## config.mk

```make
export PLATFORM = sky130hd
export DESIGN_NAME = fetch_unit_flat
export DESIGN_NICKNAME = d
export VERILOG_FILES = /design/src/rtl/fetch_unit_pkg.sv /design/src/rtl/fetch_unit_if.sv /design/src/rtl/fetch_unit_fifo.sv /design/src/rtl/fetch_unit.sv /design/src/flat_wrapper.sv
export SDC_FILE = /design/constraint.sdc
export NUM_CORES = 1
export LEC_CHECK = 0
export ABC_AREA = 1
export BUFFER_PORTS_ARGS = -buffer_cell sky130_fd_sc_hd__buf_2
export CORE_AREA = 8 8 162 164
export DETAILED_ROUTE_END_ITERATION = 12
export DIE_AREA = 0 0 170 172
export PLACE_DENSITY = 0.73
export SETUP_SLACK_MARGIN = 0.02
export SLEW_MARGIN = 10
export SYNTH_ARGS = -nofsm -noshare
export SYNTH_HDL_FRONTEND = slang
export SYNTH_HIERARCHICAL = 1
export SYNTH_SLANG_ARGS = --single-unit
export TNS_END_PERCENT = 5
```

## constraint.sdc

```tcl
create_clock -name clk_i -period 3.3 [get_ports clk_i]
set_input_delay 0.495 -clock clk_i [delete_from_list [all_inputs] [get_ports clk_i]]
set_output_delay 0.495 -clock clk_i [all_outputs]
set_load 0.1 [all_outputs]
```

## src/rtl/fetch_unit_pkg.sv

```systemverilog
// Shared definitions for the instruction-fetch stage: FSM encoding, reset
// address, word increment, FIFO entry layout and an address-alignment helper.
package fetch_unit_pkg;

   typedef enum logic [1:0] {
      ST_IDLE = 2'd0,
      ST_REQ  = 2'd1,
      ST_DROP = 2'd2
   } fetch_state_e;

   localparam logic [31:0] RESET_PC_DEFAULT   = 32'h0000_3000;
   localparam logic [31:0] WORD_INC           = 32'h0000_0004;
   localparam int          FIFO_DEPTH_DEFAULT = 2;

   // One buffered instruction together with the address it was fetched from.
   typedef struct packed {
      logic [31:0] pc;
      logic [31:0] instr;
   } fetch_entry_t;

   // Instruction addresses are always word aligned; low two bits are dropped.
   function automatic logic [31:0] word_align(input logic [31:0] addr);
      return {addr[31:2], 2'b00};
   endfunction

endpackage

```

## src/rtl/fetch_unit_if.sv

```systemverilog
// Bus bundle around the fetch stage: instruction-memory handshake, redirect
// input and the valid/ready instruction stream towards the decoder.
interface fetch_unit_if;

   logic        imem_req;
   logic [31:0] imem_addr;
   logic        imem_ack;
   logic [31:0] imem_rdata;
   logic        redirect;
   logic [31:0] redirect_pc;
   logic        instr_valid;
   logic [31:0] instr;
   logic [31:0] instr_pc;
   logic        instr_ready;

   // Fetch-unit side.
   modport master (
      output imem_req, imem_addr, instr_valid, instr, instr_pc,
      input  imem_ack, imem_rdata, redirect, redirect_pc, instr_ready
   );

   // Environment side: memory, branch resolution and decoder.
   modport slave (
      input  imem_req, imem_addr, instr_valid, instr, instr_pc,
      output imem_ack, imem_rdata, redirect, redirect_pc, instr_ready
   );

endinterface

```

## src/rtl/fetch_unit_fifo.sv

```systemverilog
// Small synchronous FIFO holding fetched {pc, instr} pairs. Flush dominates
// push and pop; pop on empty is ignored; the head reads as zero when empty.
module fetch_unit_fifo #(
   parameter int DEPTH = 2,
   parameter int WIDTH = 64
) (
   input  logic                     clk_i,
   input  logic                     rst_i,
   input  logic                     push_i,
   input  logic                     pop_i,
   input  logic                     flush_i,
   input  logic [WIDTH-1:0]         wdata_i,
   output logic [WIDTH-1:0]         rdata_o,
   output logic [$clog2(DEPTH):0]   count_o,
   output logic                     full_o,
   output logic                     empty_o
);

   localparam int            AW      = $clog2(DEPTH);
   localparam int            CW      = AW + 1;
   localparam logic [CW-1:0] DEPTH_C = CW'(DEPTH);

   logic [WIDTH-1:0] mem_q [DEPTH];
   logic [AW-1:0]    wr_ptr_q;
   logic [AW-1:0]    rd_ptr_q;
   logic [CW-1:0]    count_q;
   logic             push_s;
   logic             pop_s;

   assign empty_o = (count_q == {CW{1'b0}});
   assign full_o  = (count_q == DEPTH_C);
   assign pop_s   = pop_i & ~empty_o;
   // A full FIFO can only take a new word when the head leaves in the same cycle.
   assign push_s  = push_i & (~full_o | pop_s);
   assign count_o = count_q;
   assign rdata_o = empty_o ? {WIDTH{1'b0}} : mem_q[rd_ptr_q];

   // Storage, pointers and occupancy; flush only clears the bookkeeping.
   always_ff @(posedge clk_i) begin
      if (rst_i) begin
         wr_ptr_q <= {AW{1'b0}};
         rd_ptr_q <= {AW{1'b0}};
         count_q  <= {CW{1'b0}};
         for (int i = 0; i < DEPTH; i++) begin
            mem_q[i] <= {WIDTH{1'b0}};
         end
      end else if (flush_i) begin
         wr_ptr_q <= {AW{1'b0}};
         rd_ptr_q <= {AW{1'b0}};
         count_q  <= {CW{1'b0}};
      end else begin
         if (push_s) begin
            mem_q[wr_ptr_q] <= wdata_i;
            wr_ptr_q        <= wr_ptr_q + AW'(1);
         end
         if (pop_s) begin
            rd_ptr_q <= rd_ptr_q + AW'(1);
         end
         case ({push_s, pop_s})
            2'b10:   count_q <= count_q + CW'(1);
            2'b01:   count_q <= count_q - CW'(1);
            default: count_q <= count_q;
         endcase
      end
   end

endmodule

```

## src/rtl/fetch_unit.sv

```systemverilog
// Instruction-fetch stage: owns the fetch PC, issues one outstanding word read
// at a time, buffers replies in fetch_unit_fifo and squashes in-flight work on
// a redirect.
module fetch_unit
   import fetch_unit_pkg::*;
#(
   parameter logic [31:0] RESET_PC   = RESET_PC_DEFAULT,
   parameter int          FIFO_DEPTH = FIFO_DEPTH_DEFAULT
) (
   input  logic          clk_i,
   input  logic          rst_i,
   fetch_unit_if.master  bus
);

   localparam int          CW      = $clog2(FIFO_DEPTH) + 1;
   localparam logic [CW:0] DEPTH_X = (CW + 1)'(FIFO_DEPTH);

   fetch_state_e  state_q, state_d;
   logic [31:0]   fetch_pc_q, fetch_pc_d;
   logic [31:0]   addr_q, addr_d;
   logic          req_q, req_d;
   logic [31:0]   target_s;
   logic [31:0]   pc_next_s;
   logic          push_s;
   logic          fifo_push_s;
   logic          pop_s;
   logic          flush_s;
   logic [CW-1:0] count_s;
   logic          full_s;
   logic          empty_s;
   logic [CW:0]   cnt_pop_s;
   logic [CW:0]   cnt_pushpop_s;
   fetch_entry_t  wr_entry_s;
   fetch_entry_t  head_s;

   assign target_s      = word_align(bus.redirect_pc);
   assign pc_next_s     = fetch_pc_q + WORD_INC;
   assign pop_s         = bus.instr_ready & ~empty_s;
   // Occupancy once this cycle's pop (and optionally a push) has landed.
   assign cnt_pop_s     = {1'b0, count_s} - {{CW{1'b0}}, pop_s};
   assign cnt_pushpop_s = cnt_pop_s + {{CW{1'b0}}, 1'b1};
   assign wr_entry_s    = {addr_q, bus.imem_rdata};
   assign fifo_push_s   = push_s & (~full_s | pop_s);

   fetch_unit_fifo #(
      .DEPTH (FIFO_DEPTH),
      .WIDTH ($bits(fetch_entry_t))
   ) u_fifo (
      .clk_i   (clk_i),
      .rst_i   (rst_i),
      .push_i  (fifo_push_s),
      .pop_i   (pop_s),
      .flush_i (flush_s),
      .wdata_i (wr_entry_s),
      .rdata_o (head_s),
      .count_o (count_s),
      .full_o  (full_s),
      .empty_o (empty_s)
   );

   assign bus.imem_req    = req_q;
   assign bus.imem_addr   = addr_q;
   assign bus.instr_valid = ~empty_s;
   assign bus.instr       = head_s.instr;
   assign bus.instr_pc    = head_s.pc;

   // Next-state, PC and request decisions; a redirect overrides everything.
   always_comb begin
      state_d    = state_q;
      fetch_pc_d = fetch_pc_q;
      req_d      = req_q;
      addr_d     = addr_q;
      push_s     = 1'b0;
      flush_s    = 1'b0;
      if (bus.redirect) begin
         flush_s    = 1'b1;
         fetch_pc_d = target_s;
         if ((state_q != ST_IDLE) && !bus.imem_ack) begin
            // The old read must still finish on the bus; its data is squashed.
            state_d = ST_DROP;
         end else begin
            state_d = ST_REQ;
            req_d   = 1'b1;
            addr_d  = target_s;
         end
      end else begin
         case (state_q)
            ST_IDLE: begin
               if (cnt_pop_s < DEPTH_X) begin
                  state_d = ST_REQ;
                  req_d   = 1'b1;
                  addr_d  = fetch_pc_q;
               end else begin
                  req_d   = 1'b0;
               end
            end
            ST_REQ: begin
               if (bus.imem_ack) begin
                  push_s     = 1'b1;
                  fetch_pc_d = pc_next_s;
                  if (cnt_pushpop_s < DEPTH_X) begin
                     req_d  = 1'b1;
                     addr_d = pc_next_s;
                  end else begin
                     req_d   = 1'b0;
                     state_d = ST_IDLE;
                  end
               end else begin
                  req_d = 1'b1;
               end
            end
            ST_DROP: begin
               if (bus.imem_ack) begin
                  if (cnt_pop_s < DEPTH_X) begin
                     state_d = ST_REQ;
                     req_d   = 1'b1;
                     addr_d  = fetch_pc_q;
                  end else begin
                     state_d = ST_IDLE;
                     req_d   = 1'b0;
                  end
               end else begin
                  req_d = 1'b1;
               end
            end
            default: begin
               state_d = ST_IDLE;
               req_d   = 1'b0;
            end
         endcase
      end
   end

   // State, PC and registered request outputs.
   always_ff @(posedge clk_i) begin
      if (rst_i) begin
         state_q    <= ST_IDLE;
         fetch_pc_q <= RESET_PC;
         req_q      <= 1'b0;
         addr_q     <= RESET_PC;
      end else begin
         state_q    <= state_d;
         fetch_pc_q <= fetch_pc_d;
         req_q      <= req_d;
         addr_q     <= addr_d;
      end
   end

endmodule
```

## src/flat_wrapper.sv

```systemverilog
// flat-port wrapper written by rule: the top's interface ports become plain ports
module fetch_unit_flat import fetch_unit_pkg::*;
#(
   parameter logic [31:0] RESET_PC   = RESET_PC_DEFAULT,
   parameter int          FIFO_DEPTH = FIFO_DEPTH_DEFAULT
)
  (clk_i, rst_i, bus_imem_req, bus_imem_addr, bus_instr_valid, bus_instr, bus_instr_pc, bus_imem_ack, bus_imem_rdata, bus_redirect, bus_redirect_pc, bus_instr_ready);
  fetch_unit_if bus_i ();
  input  logic clk_i;
  input  logic rst_i;
  output wire logic [$bits(bus_i.imem_req)-1:0] bus_imem_req;
  output wire logic [$bits(bus_i.imem_addr)-1:0] bus_imem_addr;
  output wire logic [$bits(bus_i.instr_valid)-1:0] bus_instr_valid;
  output wire logic [$bits(bus_i.instr)-1:0] bus_instr;
  output wire logic [$bits(bus_i.instr_pc)-1:0] bus_instr_pc;
  input wire logic [$bits(bus_i.imem_ack)-1:0] bus_imem_ack;
  input wire logic [$bits(bus_i.imem_rdata)-1:0] bus_imem_rdata;
  input wire logic [$bits(bus_i.redirect)-1:0] bus_redirect;
  input wire logic [$bits(bus_i.redirect_pc)-1:0] bus_redirect_pc;
  input wire logic [$bits(bus_i.instr_ready)-1:0] bus_instr_ready;
  assign bus_imem_req = bus_i.imem_req;
  assign bus_imem_addr = bus_i.imem_addr;
  assign bus_instr_valid = bus_i.instr_valid;
  assign bus_instr = bus_i.instr;
  assign bus_instr_pc = bus_i.instr_pc;
  assign bus_i.imem_ack = bus_imem_ack;
  assign bus_i.imem_rdata = bus_imem_rdata;
  assign bus_i.redirect = bus_redirect;
  assign bus_i.redirect_pc = bus_redirect_pc;
  assign bus_i.instr_ready = bus_instr_ready;
  fetch_unit #(.RESET_PC(RESET_PC), .FIFO_DEPTH(FIFO_DEPTH)) u_core (.clk_i(clk_i), .rst_i(rst_i), .bus(bus_i));
endmodule
```

* Yosys cells after proc, flatten, opt, wreduce, memory -nomap -nowiden
Memories as Yosys holds them, arrays and structs flattened. A register that Yosys moved wholly into a read port is not among the register bits.
Index checks and enable logic that the tools add are counted.
** Storage, ports and cells
- Bits in registers :: 71
- Bits in writable memories :: 128
- Bits of input ports :: 69
- Word-level logic and storage cells :: 95
- Memories :: 1
** Memories
- u_core.u_fifo.mem_q :: depth 2, bits a word 64, rd ports 1, clocked after memory_dff 1, write ports 2, RTL line fetch_unit_fifo.sv:23 : logic [WIDTH-1:0] mem_q [DEPTH];
** Cells by class
- Add/subtract/negate cells :: 7
- Order comparisons :: 2
- Equal/unequal tests :: 11
- Mux-type cells :: 42
- Bitwise gates (word level) :: 8
- Reduce and logical (&&, ||, !) cells :: 16
** Operator list (number)
- 32-bit 2-to-1 mux :: 9
- 64-bit 2-to-1 mux :: 2
- 32-bit case mux with 3 select lines :: 1
- 64-bit OR reduction :: 1
- 32-bit by 3-bit adder with 32-bit output (second input constant) :: 1
- 1-bit 2-to-1 mux :: 21
- 2-bit 2-to-1 mux :: 6
- 3-bit inequality test (second input constant) :: 3
- 2-bit nonzero test :: 4
- 2-bit == test (second input constant) :: 3
- 3-bit by 2-bit < comparator with 1-bit output (second input constant) :: 2
- 3-bit by 2-bit inequality test with 1-bit output (second input constant) :: 2
- 2-bit case mux with 3 select lines :: 1
- 5-bit AND reduction :: 1
- 1-bit bitwise AND :: 4
- 2-bit by 1-bit == test with 1-bit output (second input constant) :: 2
- 2-bit logical NOT :: 2
- 2-bit case mux with 2 select lines :: 1
- 2-bit AND reduction :: 2
- 4-bit AND reduction :: 1
- 4-bit nonzero test :: 1
- 2-bit OR reduction :: 2
- 3-bit by 1-bit adder with 3-bit output (second input constant) :: 1
- 1-bit case mux with 3 select lines :: 1
- other kinds (9) :: 12

* Depth between registers and ports, before layout
- Word-level depth :: 12
- Depth in mapped cells :: 17
- Gate-level depth less buffers :: 16

* Cells and area by module
Netlist, hierarchy kept.
** By module, submodules not included
- fetch_unit_fifo :: times used 1, cells an instance 589, area each 6234.7 um^2
- fetch_unit :: times used 1, cells an instance 729, area each 4177.8 um^2

* Least setup slack after synthesis
No wires, ideal clock.
- Kind :: reg2reg
- Start :: register u_core.u_fifo.count_q[0] (netlist: u_core/u_fifo/count_o[0])
- End :: memory u_core.u_fifo.mem_q[1][0] (enable)
- Setup time :: 0.424 ns
- Arrival time :: 3.852 ns
- Required time :: 2.876 ns
- Slack :: -0.975 ns
- Stages on the path, launching flop included :: 12
- Clock period less this slack :: 4.275 ns
- Path through :: dfxtp_1 nor2_1 clkbuf_1 inv_1 nand2_1 a21oi_1 nand2_2 inv_2 nand3_2 buf_6 buf_6 nand2_1
** RTL lines
- start, declared :: RTL line fetch_unit_fifo.sv:26 : logic [CW-1:0] count_q;
- start signal, assigned :: RTL line fetch_unit_fifo.sv:43 : count_q <= {CW{1'b0}};
- start signal, assigned :: RTL line fetch_unit_fifo.sv:50 : count_q <= {CW{1'b0}};
- start signal, assigned :: RTL line fetch_unit_fifo.sv:60 : 2'b10: count_q <= count_q + CW'(1);
- end, declared :: RTL line fetch_unit_fifo.sv:23

* Final worst setup path
- Start :: register u_core.u_fifo.count_q[0] (netlist: u_core/u_fifo/count_o[0])
- End :: register u_core.addr_q[29] (netlist: u_core/bus.imem_addr[29])
** Between the ends
- Word-level cells in the longest chain between the ends :: 9
- Elaborated cells between the ends (all ways) :: 13
- Classes of those cells :: add/sub (2); order compare (2); eq/ne (1); mux (4); bitwise (2); reduce/logical (2)
** Ends and longest elaborated chain
- 2-bit logical NOT (*) :: RTL line fetch_unit_fifo.sv:30 : assign empty_o = (count_q == {CW{1'b0}});
- via u_core.empty_s :: RTL line fetch_unit.sv:30 : logic empty_s;
- 1-bit inverter (*) :: RTL line fetch_unit.sv:38 : assign pop_s = bus.instr_ready & ~empty_s;
- 1-bit bitwise AND (*) :: RTL line fetch_unit.sv:38
- 2-bit by 1-bit subtractor with 3-bit output (*) :: RTL line fetch_unit.sv:40 : assign cnt_pop_s = {1'b0, count_s} - {{CW{1'b0}}, pop_s};
- parallel branches: the longest is 5 deep, another holds 3-bit by 1-bit adder with 3-bit output
- end signal, assigned :: RTL line fetch_unit.sv:145 : addr_q <= addr_d;
- end, declared :: RTL line fetch_unit.sv:20 : logic [31:0] addr_q, addr_d;
Mark *: on every way through the listed nets, which the timed path passes. The select of a mux whose other input is x is not followed.
A chain may end at the register's enable or synchronous reset.

==> summary by stage <==
Outcome
The flow ran to the end, and the final reports show no timing, DRC or antenna violations.

Layout
At the end of the flow the core is filled with cells to 0.507. The combined area of the multi-input logic cells is 4190 um^2. Excluding fillers, the count of instances in the completed layout stands at 1794. Leaving out fill and tap cells, the most frequent cells in the layout are sky130_fd_sc_hd__nand2_1, sky130_fd_sc_hd__nor2_1, sky130_fd_sc_hd__inv_1. The share of post-route cells with drive strength above 1 is 0.194.

The most common library cell in the layout ignoring fill and taps is sky130_fd_sc_hd__nand2_1. Compared with the post-synthesis result, the final layout area differs by 15.9%. The final net count is 1529. The filler cell count is 2297. The repair_antennas step left the layout with diodes totalling 0. The sequential cells in the finished layout cover a total of 5210 um^2.

Timing
Setup slack closes at 540 ps. Clock skew on the completed layout was measured at 10.8 ps. Dividing the final minimum period by the clock period gives 0.836.

Headroom to the max-slew limit came out at 0.501. Setup violations remaining at the end of the flow were counted as 0. The final count of pins violating max slew is 0. Setup repair after global routing left no endpoint under its margin. At the pin with the least slew margin, the transition time is 748 ps.

Static timing analysis puts the maximum clock frequency at 362 MHz. The worst hold slack after final layout is roughly 330 ps. The number of hold-slack violations in the final timing report is 0. The total negative setup slack is 0 ps. The time the final worst path needs with I/O delays and setup is approximately 2800 ps.

Yosys
After synthesis, the share of flip-flops with an asynchronous set or reset is 0. The instance count of the mapped netlist is 1318. The synthesized design contains 128 enable-type register cells. The sequential element share of the synthesized area is 0.500. The count of warnings emitted by yosys is 6. The netlist uses 35 different library cells. In the synthesized netlist the dominant register cell turns out to be sky130_fd_sc_hd__edfxtp_1. The synthesized design contains 196 register bits. After synthesis the cells add up to 10400 um^2.

The synthesized area per cell is between 7 and 8 um^2.

Worst setup path
The highest-delay cell along the critical path is sky130_fd_sc_hd__dfxtp_1. The worst setup slack for register-to-register paths is 540 ps. The endpoint arrival time on the critical path is 3120 ps. For this run, the slowest stage of the critical path takes roughly 430 ps. The critical path goes through nor2_4 -> inv_1 -> nand2_1 -> nor2_1 -> ha_1 -> inv_1 -> ha_1 -> nand3b_1 -> o21ai_0 -> nand2_2 -> buf_12 -> nand2_1 -> nand2_1 -> a21oi_1. Data on the critical path is required at its endpoint by 3660 ps. The critical path contains buffers and inverters numbering 3 combined.

The cell repeated most along the worst path is sky130_fd_sc_hd__nand2_1. Of all nets on the critical path, the largest fanout is 39. STA classifies the critical path endpoint as a flop. The kind of start point of the critical path is a flop. The worst setup path is of the reg -> reg kind. Among cell families on the critical path, the largest total delay comes from simple AND/OR/NAND/NOR gates.

CTS
The number of buffers inserted by post-CTS setup repair is 0. For this design, the CTS-stage hold fixing added 0 buffers. The post-cts repair resize count is 0. The maximum buffer depth of the clock tree is 2.

In this run the number of H-tree levels came out at 4. The CTS tree is yes. The later pin in the worst-skew pair is clocked with a latency of 430 ps. After clock tree synthesis, the clock-pin slew on the worst setup and hold paths is 80 ps.

The number of CTS-inserted buffers is 17. The sink count of the clock tree is between 150 and 200. The clock root buffer is sky130_fd_sc_hd__clkbuf_16.

Placed design
The number of instances in the placed design is 1762. The count of input and output buffers is 162. Before CTS, the worst setup slack after placement is between 500 and 600 ps. Routability-driven placement finished with a final weighted congestion of 0.964.

The placed wire-length estimate after detailed placement is roughly 19000 um.

Floorplan
The x dimension of the die is between 150 and 200 um. During I/O placement, the number of pins put on the boundary was 167. After floorplanning, the core was divided into 57 placement rows. The initial core utilization is 0.437. The vertical die dimension is 172 um. The full die area is between 20000 and 30000 um^2.

The area of the core is 23800 um^2.

Global route
The via count of the first global-routing pass came to approximately 8600. The number of antenna violations at the first check in global routing is 0. The overall routing resource usage is 0.186. The total grt overflow is 0. The first-pass GRT wire length is roughly 44000 um. The largest net degree at the start of global routing is 66.

Drt
The final wirelength is around 27000 um. The final route contains 8882 vias. The starting DRC count in detailed routing is approximately 740. The count of nets left with antenna violations once routing finished came out at 0. The first detailed-routing pass ran for 5 iterations.

The detailed-route wire length per cell is 15.2 um. Using the TritonRoute via totals, the vias-per-cell ratio works out to slightly below 5. The total DRC errors in the routed layout is 0.

Pwr
The power per cell area is 500 nW/um^2. IR analysis of the VDD net gives a maximum drop of around 0.32 mV. For this design the static power due to leakage is ~5.2 nW.

Worst hold path
The class of the most critical hold timing path is in -> reg.

Run
The max-cap check violation count is 0.
[stage by stage]
stage                     area [um^2]  power, mW
after floorplan                 10400       3.79
after global placement          11500       4.04
after detailed placement        11500       4.06
after CTS                       12100       6.07
after global routing            12100       6.27
final                           12100       6.03
[report_power, final]
| part | internal [mW] | total (mW) | leakage [nW] | switching, mW |
|---|---|---|---|---|
| Combinational | 0.242 | 1.16 | 3.07 | 0.923 |
| Clock | 1.06 | 2.02 | 0.283 | 0.955 |
| Sequential | 2.75 | 2.85 | 1.89 | 0.100 |
| Total | 4.05 | 6.03 | 5.24 | 1.98 |
[cell usage after synthesis, types with 5 or more instances]
| cell type | number | area, um^2 |
|---|---|---|
| sky130_fd_sc_hd__nand2_1 | 367 | 1380 |
| sky130_fd_sc_hd__nor2_1 | 175 | 657 |
| sky130_fd_sc_hd__inv_1 | 173 | 649 |
| sky130_fd_sc_hd__a21oi_1 | 142 | 711 |
| sky130_fd_sc_hd__edfxtp_1 | 128 | 3840 |
| sky130_fd_sc_hd__dfxtp_1 | 68 | 1360 |
| sky130_fd_sc_hd__nor2_4 | 51 | 574 |
| sky130_fd_sc_hd__o21ai_0 | 48 | 240 |
| sky130_fd_sc_hd__nand3_1 | 42 | 210 |
| sky130_fd_sc_hd__clkbuf_1 | 25 | 93.8 |
| sky130_fd_sc_hd__buf_2 | 13 | 65.1 |
| sky130_fd_sc_hd__a31oi_1 | 10 | 62.6 |
| sky130_fd_sc_hd__buf_1 | 10 | 37.5 |
| sky130_fd_sc_hd__buf_6 | 10 | 113 |
| sky130_fd_sc_hd__inv_2 | 7 | 26.3 |
| sky130_fd_sc_hd__xor2_1 | 7 | 61.3 |
| sky130_fd_sc_hd__nand2_2 | 5 | 31.3 |
[flip-flops by register name (all words and copies together), names as in the netlist, named ones only]
signal / count
u_core/u_fifo/wr_ptr_q: 1
u_core/fetch_pc_q: 30
u_core/state_q: 2
u_core/u_fifo/rd_ptr_q: 1
u_core/bus.imem_addr: 30
u_core/u_fifo/count_o: 2
u_core/u_fifo/mem_q: 128
u_core/bus.imem_req: 1
[per-layer routing]
| metal | up-vias | part of all wire | track usage |
|---|---|---|---|
| met2 | 339 | 0.48 | 0.325 |
| met5 | - | 0 | 0 |
| met3 | 36 | 0.077 | 0.0393 |
| met1 | 4056 | 0.42 | 0.227 |
| li1 | 4451 | - | - |
| met4 | 0 | 0.019 | 0.0591 |
[final timing paths]
path,cells after the start,start,to
setup / recovery,14,u_core/u_fifo/count_o[0]$_SDFFE_PP0P_,u_core/bus.imem_addr[29]$_SDFFE_PP0P_
hold reg to reg,2,u_core/u_fifo/rd_ptr_q$_SDFFE_PP0P_,flop
hold / removal,3,bus_redirect_pc[13],u_core/fetch_pc_q[13]$_SDFFE_PP1P_
setup reg to reg,14,u_core/u_fifo/count_o[0]$_SDFFE_PP0P_,u_core/bus.imem_addr[29]$_SDFFE_PP0P_
[final cells by class]
cell class | instances | area share
clock buffers | 17 | 0.0353
flip-flops and latches | 196 | 0.431
repair buffers | 181 | 0.0842
multi-input cells | 880 | 0.347
clock inverters | 15 | 0.0121
inverters | 181 | 0.0563
well taps | 324 | 0.0336
[logic make-up (layout without fill, tap and decap cells)]
| kind of cell | count (synthesis) | count (layout) | share of synthesized area |
|---|---|---|---|
| simple gates | 653 | 653 | 0.282 |
| buf+inv | 245 | 394 | 0.102 |
| flops | 196 | 196 | 0.500 |
| other cells | 1 | 4 | 0.000360 |
| fa+ha+maj | 3 | 3 | 0.00361 |
| xor+xnor | 8 | 8 | 0.00673 |
| compound gates | 212 | 212 | 0.106 |
[worst reg2reg max path: stages, from the launching register on]
cell,delay (ps)
sky130_fd_sc_hd__dfxtp_1,430
sky130_fd_sc_hd__nor2_4,130
sky130_fd_sc_hd__inv_1,50
sky130_fd_sc_hd__nand2_1,120
sky130_fd_sc_hd__nor2_1,60
sky130_fd_sc_hd__ha_1,340
sky130_fd_sc_hd__inv_1,60
sky130_fd_sc_hd__ha_1,270
sky130_fd_sc_hd__nand3b_1,190
sky130_fd_sc_hd__o21ai_0,260
sky130_fd_sc_hd__nand2_2,270
sky130_fd_sc_hd__buf_12,260
sky130_fd_sc_hd__nand2_1,90
sky130_fd_sc_hd__nand2_1,50
sky130_fd_sc_hd__a21oi_1,110
No activity file was read; power rests on OpenSTA's default activity.
